`config.mk`:
```
export PLATFORM = sky130hd
export DESIGN_NAME = hilo_muldiv_unit
export DESIGN_NICKNAME = d
export VERILOG_FILES = /design/src/rtl/hilo_muldiv_unit.sv
export SDC_FILE = /design/constraint.sdc
export NUM_CORES = 1
export LEC_CHECK = 0
export ABC_AREA = 1
export BUFFER_PORTS_ARGS = -buffer_cell sky130_fd_sc_hd__buf_4
export CAP_MARGIN = 20
export CORE_MARGIN = 2
export CORE_UTILIZATION = 39
export CTS_CLUSTER_DIAMETER = 100
export DETAILED_ROUTE_END_ITERATION = 6
export GPL_TIMING_DRIVEN = 1
export PLACE_DENSITY_LB_ADDON = 0.25
export SYNTH_ARGS = -nofsm -noshare
export SYNTH_HDL_FRONTEND = slang
export SYNTH_SLANG_ARGS = --single-unit
```
`constraint.sdc`:
```
create_clock -name Clk -period 7.44 [get_ports Clk]
set_input_delay 1.86 -clock Clk [delete_from_list [all_inputs] [get_ports Clk]]
set_output_delay 1.86 -clock Clk [all_outputs]
set_load 0.03 [all_outputs]
```
`src/rtl/hilo_muldiv_unit.sv`:
```
// Iterative MIPS MULT/MULTU/DIV/DIVU unit producing the HI/LO register pair.
// One radix-2 step per cycle; fixed latency regardless of operation or operands.
module hilo_muldiv_unit #(
    parameter int DATA_W = 32
) (
    input  logic              Clk,
    input  logic              Reset,
    input  logic              Start,
    input  logic [1:0]        Op,
    input  logic [DATA_W-1:0] A,
    input  logic [DATA_W-1:0] B,
    output logic              Busy,
    output logic              Done,
    output logic              HiLoWrite,
    output logic              DivByZero,
    output logic [DATA_W-1:0] HI_out,
    output logic [DATA_W-1:0] LO_out
);

    localparam int CNT_W = $clog2(DATA_W);

    typedef enum logic [1:0] {
        S_IDLE,
        S_RUN,
        S_FIX,
        S_DONE
    } state_t;

    state_t                state_q, state_d;
    logic [CNT_W-1:0]      cnt_q, cnt_d;
    logic                  is_div_q, is_div_d;
    logic                  neg_res_q, neg_res_d;
    logic                  neg_rem_q, neg_rem_d;
    logic                  dbz_q, dbz_d;
    logic [2*DATA_W-1:0]   acc_q, acc_d;
    logic [DATA_W-1:0]     opb_q, opb_d;
    logic [DATA_W-1:0]     hi_q, hi_d;
    logic [DATA_W-1:0]     lo_q, lo_d;

    logic                  signed_op;
    logic                  sgn_a, sgn_b;
    logic [DATA_W:0]       mul_sum;
    logic [DATA_W:0]       div_shift;
    logic [DATA_W+1:0]     div_diff;
    logic [2*DATA_W-1:0]   prod_fixed;
    logic [DATA_W-1:0]     quot_fixed, rem_fixed;

    // ---------------- State register ----------------
    // NOTE: sequential state uses non-blocking assignments only, so every flop
    // samples the values from before the edge regardless of statement order.
    always_ff @(posedge Clk or posedge Reset) begin
        if (Reset) begin
            state_q <= S_IDLE;
        end else begin
            state_q <= state_d;
        end
    end

    // ---------------- Next-state logic ----------------
    always_comb begin
        state_d = state_q;
        case (state_q)
            S_IDLE: if (Start) state_d = S_RUN;
            S_RUN:  if (cnt_q == '0) state_d = S_FIX;
            S_FIX:  state_d = S_DONE;
            S_DONE: state_d = S_IDLE;
            default: state_d = S_IDLE;
        endcase
    end

    // ---------------- Output logic ----------------
    always_comb begin
        Busy      = (state_q != S_IDLE);
        Done      = (state_q == S_DONE);
        HiLoWrite = (state_q == S_DONE);
        DivByZero = (state_q == S_DONE) && dbz_q;
    end

    assign HI_out = hi_q;
    assign LO_out = lo_q;

    // ---------------- Datapath ----------------
    assign signed_op = ~Op[0];
    assign sgn_a     = signed_op & A[DATA_W-1];
    assign sgn_b     = signed_op & B[DATA_W-1];

    assign mul_sum   = {1'b0, acc_q[2*DATA_W-1:DATA_W]} + (acc_q[0] ? {1'b0, opb_q} : '0);
    assign div_shift = {acc_q[2*DATA_W-1:DATA_W], acc_q[DATA_W-1]};
    assign div_diff  = {1'b0, div_shift} - {2'b00, opb_q};

    // Sign fix-up; a zero divisor forces an all-ones quotient while the
    // remainder path already reproduces the latched dividend.
    assign prod_fixed = neg_res_q ? -acc_q : acc_q;
    assign quot_fixed = dbz_q ? '1
                      : (neg_res_q ? -acc_q[DATA_W-1:0] : acc_q[DATA_W-1:0]);
    assign rem_fixed  = neg_rem_q ? -acc_q[2*DATA_W-1:DATA_W] : acc_q[2*DATA_W-1:DATA_W];

    // NOTE: every signal written here gets a default first, so no path leaves
    // a value unassigned and no latch is inferred.
    always_comb begin
        cnt_d     = cnt_q;
        is_div_d  = is_div_q;
        neg_res_d = neg_res_q;
        neg_rem_d = neg_rem_q;
        dbz_d     = dbz_q;
        acc_d     = acc_q;
        opb_d     = opb_q;
        hi_d      = hi_q;
        lo_d      = lo_q;

        case (state_q)
            S_IDLE: begin
                if (Start) begin
                    is_div_d  = Op[1];
                    neg_res_d = sgn_a ^ sgn_b;
                    neg_rem_d = sgn_a;
                    dbz_d     = Op[1] && (B == '0);
                    acc_d     = {{DATA_W{1'b0}}, (sgn_a ? -A : A)};
                    opb_d     = sgn_b ? -B : B;
                    cnt_d     = CNT_W'(DATA_W - 1);
                end
            end
            S_RUN: begin
                if (is_div_q) begin
                    if (!div_diff[DATA_W+1]) begin
                        acc_d = {div_diff[DATA_W-1:0], acc_q[DATA_W-2:0], 1'b1};
                    end else begin
                        acc_d = {div_shift[DATA_W-1:0], acc_q[DATA_W-2:0], 1'b0};
                    end
                end else begin
                    acc_d = {mul_sum, acc_q[DATA_W-1:1]};
                end
                if (cnt_q != '0) begin
                    cnt_d = cnt_q - 1'b1;
                end
            end
            S_FIX: begin
                if (is_div_q) begin
                    hi_d = rem_fixed;
                    lo_d = quot_fixed;
                end else begin
                    hi_d = prod_fixed[2*DATA_W-1:DATA_W];
                    lo_d = prod_fixed[DATA_W-1:0];
                end
            end
            default: ;
        endcase
    end

    // NOTE: the datapath registers are reset too, so an aborted operation
    // leaves no stale operands or results behind.
    always_ff @(posedge Clk or posedge Reset) begin
        if (Reset) begin
            cnt_q     <= '0;
            is_div_q  <= 1'b0;
            neg_res_q <= 1'b0;
            neg_rem_q <= 1'b0;
            dbz_q     <= 1'b0;
            acc_q     <= '0;
            opb_q     <= '0;
            hi_q      <= '0;
            lo_q      <= '0;
        end else begin
            cnt_q     <= cnt_d;
            is_div_q  <= is_div_d;
            neg_res_q <= neg_res_d;
            neg_rem_q <= neg_rem_d;
            dbz_q     <= dbz_d;
            acc_q     <= acc_d;
            opb_q     <= opb_d;
            hi_q      <= hi_d;
            lo_q      <= lo_d;
        end
    end

endmodule
```
# == Word-level counts from Yosys, hierarchy flattened ==
# Cells that the tools add are included.
# word_totals
out_inout_bits,68
regBits,171
elab_cells,59
in_bits,69
# op_classes
add_sub_neg,8
n_reduce_logical,12
bitwise_logic,4
eq_ne,6
n_mux,19
# op_table
operator,n
2-to-1 mux 32 bit,8
2-to-1 mux 64 bit,4
negation 32 bit,4
case mux 64 bit (2 select lines),1
negation 64 bit,1
subtractor 33 x 32 -> 34 bit,1
adder 32 x 32 -> 33 bit,1
zero test 32 bit,1
2-to-1 mux 5 bit,2
case mux 5 bit (2 select lines),1
case mux 2 bit (4 select lines),1
"!= test 2 bit, second input constant",3
AND reduction 2 bit,3
zero test 5 bit,1
nonzero test 5 bit,1
"subtractor 5 x 1 -> 5 bit, second input constant",1
"equality test 2 bit, second input constant",2
2-to-1 mux 2 bit,2
nonzero test 2 bit,2
AND reduction 3 bit,1
AND 1 bit,2
"equality test 2 x 1 -> 1 bit, second input constant",1
logical AND 1 bit,2
zero test 2 bit,1
2 further kinds,2

# == Depth between registers and ports, before layout ==
# Gate-level depths: netlist of run 1.
# depth
word_depth,5
mapped_depth,20
depth_no_buf,18

# == Worst setup path before layout of run 1 ==
# Ideal clock, no wire load.
# synth_path
path_type,input -> register
startpoint,in A[1]
endpoint,reg acc_q[20]
path_buffers,0
cell_stages,13
required_time_ns,7.323
setup_slack_ns,4.129
setup_ns,0.117
arrival_ns,3.194
path_cell_list,inv_1 > ha_1 > nand3_1 > nor3_4 > nand3_1 > nor2_1 > nand3_1 > nand2_1 > nand2_1 > nand3_1 > nand2_1 > nand2_1 > nand2_1
# synth_between
elab_chain_cells,4
# synth_lines
item,line,text
from (decl),10,"input logic [DATA_W-1:0] A,"
negation 32 bit,118,"acc_d = {{DATA_W{1'b0}}, (sgn_a ? -A : A)};"
2-to-1 mux 32 bit,118,
2-to-1 mux 64 bit,113,if (Start) begin
case mux 64 bit (2 select lines),111,case (state_q)
to (signal assigned),159,acc_q <= '0;
to (signal assigned),169,acc_q <= acc_d;
to (decl),35,"logic [2*DATA_W-1:0] acc_q, acc_d;"
# No other way between the ends. The select of a mux whose other input is x is not followed.
# A chain may end at the register's enable or synchronous reset.

# == Final worst setup path of run 1 ==
# layout_path
startpoint,in Start
endpoint,reg cnt_q[4]
# layout_between
elab_chain_cells,2
# layout_lines
item,line,text
from (decl),8,"input logic Start,"
!= test 2 bit (no line),--,
AND reduction 3 bit (no line),--,
to (signal assigned),164,cnt_q <= cnt_d;
to (decl),30,"logic [CNT_W-1:0] cnt_q, cnt_d;"
# No other way between the ends.

==> results of run 1 <==
## flip-flops by register name (all words and copies together) (netlist names)
name	cells
acc_q	64
HI_out	32
LO_out	32
opb_q	32
cnt_q	5
state_q	2
dbz_q	1
is_div_q	1
neg_rem_q	1
neg_res_q	1
## critical path, delay by kind of cell
family          cells  cell delay [ps]
compound gates      2              200
buf+inv             6             1920
simple gates        4              720
## logic make-up (layout without fill, tap and decap cells)
family                     Yosys count  after routing  share of synthesized area
adders and majority gates           77             77                     0.0585
and+or+nand+nor                   1640           1640                      0.414
buffers and inverters              510            612                      0.117
AOI/OAI and AO/OA                  386            386                      0.126
xor gates and xnor gates            56             56                     0.0293
DFF                                171            171                      0.256
## power by group through the flow
stage	Combinational [mW]	Clock, mW	Sequential [mW]
2_1_floorplan	4.40	0	2.07
3_3_place_gp	6.45	0	2.09
3_5_place_dp	6.52	0	2.10
4_1_cts	6.55	0.981	2.09
5_1_grt	7.34	1.01	2.14
6_report	6.57	0.961	2.11
## stage by stage
step	area [um2]	hold WS, ps
finish	18800	479
detailed placement	18200	468
global route	18800	512
global placement	18200	465
floorplan	16700	470
CTS	18800	486
## final cells by class
class / count / area [um2] / area share
Inverter: 429 / 1620 / 0.0860
Clock buffer: 21 / 460 / 0.0245
Timing Repair Buffer: 151 / 1130 / 0.0603
Multi-Input combinational cell: 2159 / 10500 / 0.558
Sequential cell: 171 / 4280 / 0.228
Tap cell: 539 / 674 / 0.0358
Clock inverter: 11 / 146 / 0.00778
## worst paths after layout
kind / startpoint / endpoint / cells past startpoint
min in group asynchronous: Reset / LO_out[0] / 2
max in group asynchronous: Reset / acc_q[47] / 3
min reg2reg: HI_out[3] / HI_out[3] / 2
max: Start / cnt_q[4] / 12
min: HI_out[3] / HI_out[3] / 2
max reg2reg: state_q[0] / cnt_q[4] / 13
## per-layer routing
layer | vias up | track usage | wire length (um)
met4 | 0 | 0.131 | 2610
met3 | 135 | 0.0520 | 4560
met2 | 684 | 0.471 | 29700
li1 | 9242 | - | -
met5 | - | 0 | 0
met1 | 8635 | 0.377 | 27800
## placed cells by master, fill, tap and decap left out, drive strengths merged, types with 2 or more instances in the layout
cell type | netlist | routed
fa | 2 | 2
nand4 | 29 | 29
a22oi | 3 | 3
and2 | 6 | 6
a21oi | 134 | 134
o211ai | 6 | 6
inv | 426 | 433
xor2 | 37 | 37
nor2 | 334 | 334
dfrtp | 171 | 171
buf | 22 | 151
o21ai | 171 | 171
o32ai | 5 | 5
nand2 | 906 | 906
a21o | 3 | 3
clkinv | 3 | 5
o22ai | 4 | 4
nor3 | 38 | 38
a31oi | 41 | 41
nor4 | 5 | 5
o21bai | 11 | 11
clkbuf | 59 | 21
ha | 75 | 75
o31ai | 4 | 4
xnor2 | 19 | 19
nand3 | 288 | 288
nand3b | 27 | 27
or2 | 6 | 6
bufinv | 0 | 2
==> metrics.cfg, run 1 <==
[run_status]
status = finished clean

[power]
ir_worst_vdd_uv = 385
switching_share = 0.584
combPwrFrac = 0.682
fin_total_pwr_mw = 9.64
seq_power_share = 0.219
p_switching_mw = 5.63
leakage_nw = 10.0
powerDensity_mw_per_mm2 = 512
intPower_mw = 4.01
p_clk_frac = 0.100

[floorplanning]
start_util = 0.397
core_area_mm2 = 0.0421
dieArea_mm2 = 0.0445
fp.dieH_um = 211
std_cell_rows = 75
ioPinCount = 137
chipWidth_um = 211

[sta]
final.setup_skew_ps = 13.0
slew_headroom = 0.320
fmax_mhz = 227
fin_ws_ps = 3040
slew_violations = 0
finalCritPeriodShare = 0.591
worstMarginPinSlew_ps = 1020
layout_min_cycle_time_ps = 4400
hold_viol_final = 0
timing.setup.tns_ps = 0
rsz0062_at_grt = no
setup_viol = 0

[clock_tree]
cts_tree = done
cts_resized = 0
path_clk_slew_ps = 80
cts-buffers-inserted = 17
root_buffer = clkbuf_16
hold_buffers = 0
cts_setup_buffers = 0
clk_path_buf_depth = 2
clock_latency_ps = 500
clock_sinks = 171
ctsHtreeMaxLevel = 4

[placed_design]
io_buffers = 136
gp_congestion = 1.01
pre_cts_ws_ps = 2550
placed_cells = 3449
dp_hpwl_um = 51600

[setup_path]
cp.required_ps = 7820
end_kind = flop
path_cells = buf_4, nand2_1, buf_4, inv_2, a21oi_2, buf_4, inv_2, nand2_1, nor3_1, inv_1, o21ai_0, nand3_1
cp_slowest_cell = inv_2
criticalPathCategory = in -> reg
crit_arrival_ps = 4780
cp-start-kind = input port
cpPeakStageDelay_ps = 790
path_common_cell = buf_4
r2r_slack_ps = 3760
crit_path_max_fanout = 61

[grt]
grt_max_degree = 72
overflow = 0
grt_pass1_vias = 17300
track_usage = 0.290
grt_pass1_wl_um = 98900
antenna_found_initial = 1

[synthesis]
yosysSeqAreaShare = 0.256
syn_inst = 2840
synth_edf_count = 0
yosysMostFrequentCell = nand2_1
synth_top_area_frac = 0.256
syn_nets = 2986
yosys-top-cells-count = nand2_1 (901), inv_1 (414), nor2_1 (328)
syn_area_per_cell_um2 = 5.89
synth_ff_type = dfrtp_1
synth-warning-count = 0
ys_ff_latch = 171
syn_area_mm2 = 0.0167
synth_area_leaders = dfrtp_1 (26%), nand2_1 (20%), inv_1 (9.3%)
async_reset_ff_frac = 1.00
ys_types = 53
yosysTopAreaCell = dfrtp_1

[routing]
firstDrtPassIters = 7
wl_per_cell_um = 18.6
postRouteAntennaNets = 0
vias_per_cell = 5.37
vias = 18700
drt_iter0_drc = 1784
wl_um = 64600
drc = 0

[layout]
final_nets = 3075
area_delta_synth_final_pct = 12.5
fillCellCount = 4540
post-route-util = 0.447
drive_gt1_frac = 0.0768
fin_cells = 3481
antenna_cells = 0

[run]
maxCapViolCount = 0

[min_path]
hp-class = reg -> reg

Note: power is estimated with default switching activity, not from simulation.
==> run 2, diff against run 1 <==
==> constraint.sdc (replaced) <==
create_clock -name Clk -period 4.5 [get_ports Clk]
set_input_delay 1.125 -clock Clk [delete_from_list [all_inputs] [get_ports Clk]]
set_output_delay 1.125 -clock Clk [all_outputs]
set_load 0.03 [all_outputs]
==> run 2 against run 1 <==
  * Non-clock buffer count increased by 14
  * Cell count increased by 0.40%
  * Clock skew rose by 7.6 ps
  * Register-to-register slack got worse by 2400 ps
  * Count of clock-buffer cells in the layout shrank 3
  * Highest routed layer unchanged
  * Critical path depth fell by 2
  * Global-route usage grew 1.1 points
  * Flip-flop and latch count unchanged
==> metrics.cfg, run 2 (synthesis gave the netlist of run 1 again) <==
[setup_path]
r2r_slack_ps = 1400  ; -2360 ps
cp.required_ps = 4900  ; -2920 ps
path_common_cell = nand2_1
crit_path_max_fanout = 28  ; -54%
end_kind = flop
rr_worst_depth = 10  ; -3
cp_top_family = simple AND/OR/NAND/NOR gates
crit_arrival_ps = 3500  ; -1280 ps
cp-start-kind = flop
criticalPathCategory = reg -> reg
r2r_end = acc_q[50]
cpPeakStageDelay_ps = 690  ; -100 ps
path_buf_inv = 0  ; -6
cp_slowest_cell = dfrtp_1
path_cells = ha_1, a21oi_1, nand2_1, o21bai_1, a21oi_4, nand2_8, nor2_8, nand2_1, nand3b_1, nand2_1
r2r_start = acc_q[55]

[sta]
worstMarginPinSlew_ps = 829  ; -189 ps
slew_violations = 0  ; unchanged
slew_headroom = 0.446  ; +0.126
hold_viol_final = 0  ; unchanged
timing.setup.tns_ps = 0  ; unchanged
final.setup_skew_ps = 20.6  ; +7.63 ps
layout_min_cycle_time_ps = 3100
fmax_mhz = 322
rsz0062_at_grt = no
setup_viol = 0  ; unchanged
finalCritPeriodShare = 0.689

[routing]
vias = 18700  ; +0.18%
vias_per_cell = 5.36  ; -0.22%
drt_iter0_drc = 1657  ; -7.1%
wl_um = 67100  ; +3.8%
postRouteAntennaNets = 0  ; unchanged
firstDrtPassIters = 6  ; -1
wl_per_cell_um = 19.2  ; +3.4%
drc = 0  ; unchanged

[layout]
mostFrequentLayoutCell = nand2_1
top_register = acc_q
largest_register_ffs = 64  ; unchanged
final_nets = 3089  ; +0.46%
fin_cells = 3495  ; +0.40%
area_delta_synth_final_pct = 13.2
final_cell_mix = nand2_1 (901), inv_1 (413), nor2_1 (326)
antenna_cells = 0  ; unchanged
drive_gt1_frac = 0.0815  ; +0.00471

[floorplanning]
core_area_mm2 = 0.0421  ; unchanged
ioPinCount = 137  ; unchanged
std_cell_rows = 75  ; unchanged
start_util = 0.397  ; unchanged
chipWidth_um = 211  ; unchanged
fp.dieH_um = 211  ; unchanged
dieArea_mm2 = 0.0445  ; unchanged

[placed_design]
io_buffers = 136  ; unchanged
dp_hpwl_um = 53700  ; +4.1%
placed_cells = 3462  ; +0.38%
gp_congestion = 0.979  ; -3.5%

[grt]
grt_max_degree = 70  ; -2.8%
busiest_layer = met2
track_usage = 0.302  ; +0.0115
grt_pass1_wl_um = 102000  ; +3.1%
antenna_found_initial = 1  ; unchanged
overflow = 0  ; unchanged
met2_usage = 0.491  ; +0.0201
grt_use_met1 = 0.400  ; +0.0232
use_met3 = 0.0400  ; -0.0120
grt_pass1_vias = 17500  ; +1.2%

[min_path]
hp-class = reg -> reg
hold_start = HI_out[25]
hold_depth = 2  ; unchanged
min_to = HI_out[25]

[power]
ir_worst_vdd_uv = 729  ; +90%
powerDensity_mw_per_mm2 = 852  ; +66%
leakage_nw = 10.1  ; +0.64%

[clock_tree]
clock_latency_ps = 510  ; about the same
hold_buffers = 0  ; unchanged
clock_sinks = 171  ; unchanged
cts_tree = done
ctsHtreeMaxLevel = 4  ; unchanged
cts_resized = 0  ; unchanged
clk_path_buf_depth = 2  ; unchanged
root_buffer = clkbuf_16
cts_setup_buffers = 0  ; unchanged
path_clk_slew_ps = 90  ; about the same
cts-buffers-inserted = 17  ; unchanged

[run_status]
status = finished clean

[run]
maxCapViolCount = 0  ; unchanged

[run 2: worst reg2reg max path: cells and delay by family, from the launching register on]
family / cells / cell delay, ps
AO/OA/AOI/OAI: 3 / 860
adder cells (fa/ha/maj): 1 / 400
flip-flops: 1 / 690
AND/OR/NAND/NOR: 6 / 1070
[run 2: through the flow]
stage / hold WS, ps / cell area (um2) / power [mW] / utilization / setup WS, ps
global route: 509 / 18900 / 17.5 / 0.449 / 1280
detailed placement: 469 / 18300 / 14.4 / 0.435 / 1210
global placement: 467 / 18300 / 14.3 / 0.435 / 1230
floorplan: 470 / 16700 / 10.7 / - / 1190
CTS: 487 / 18900 / 16.0 / 0.448 / 1210
finish: 484 / 18900 / 16.1 / 0.449 / 1400
[run 2: worst max path at each step]
| stage | start | to | slack (ps) | depth (start not counted) |
|---|---|---|---|---|
| 4_1_cts | acc_q[0] | acc_q[59] | 1210 | 17 |
| 3_5_place_dp | acc_q[0] | acc_q[59] | 1210 | 17 |
| 5_1_grt | acc_q[55] | acc_q[50] | 1280 | 10 |
| 6_report | acc_q[55] | acc_q[50] | 1400 | 10 |
| 2_1_floorplan | Reset | HI_out[0] | 1190 | 1 |
| 3_3_place_gp | acc_q[0] | acc_q[59] | 1230 | 17 |
[run 2: final cells by class]
type,count,area (um2)
well taps,539,674
fillers,4580,23200
inverters,429,1620
multi-input cells,2159,10500
flip-flops and latches,171,4280
clock buffers,18,429
repair buffers,165,1280
clock inverters,14,138
[run 2: layer usage]
layer / share of wire / vias up / wire length, um
li1: - / 9277 / -
met4: 0.042 / 0 / 2810
met3: 0.053 / 129 / 3550
met2: 0.46 / 638 / 30600
met1: 0.45 / 8686 / 30100
met5: 0 / - / 0
[run 2: where the power goes]
group	leakage (nW)	internal (mW)	switching (mW)	total, mW
Clock	0.280	0.773	0.740	1.51
Sequential	2.03	2.29	1.13	3.42
Combinational	7.78	3.55	7.64	11.2
Total	10.1	6.61	9.50	16.1
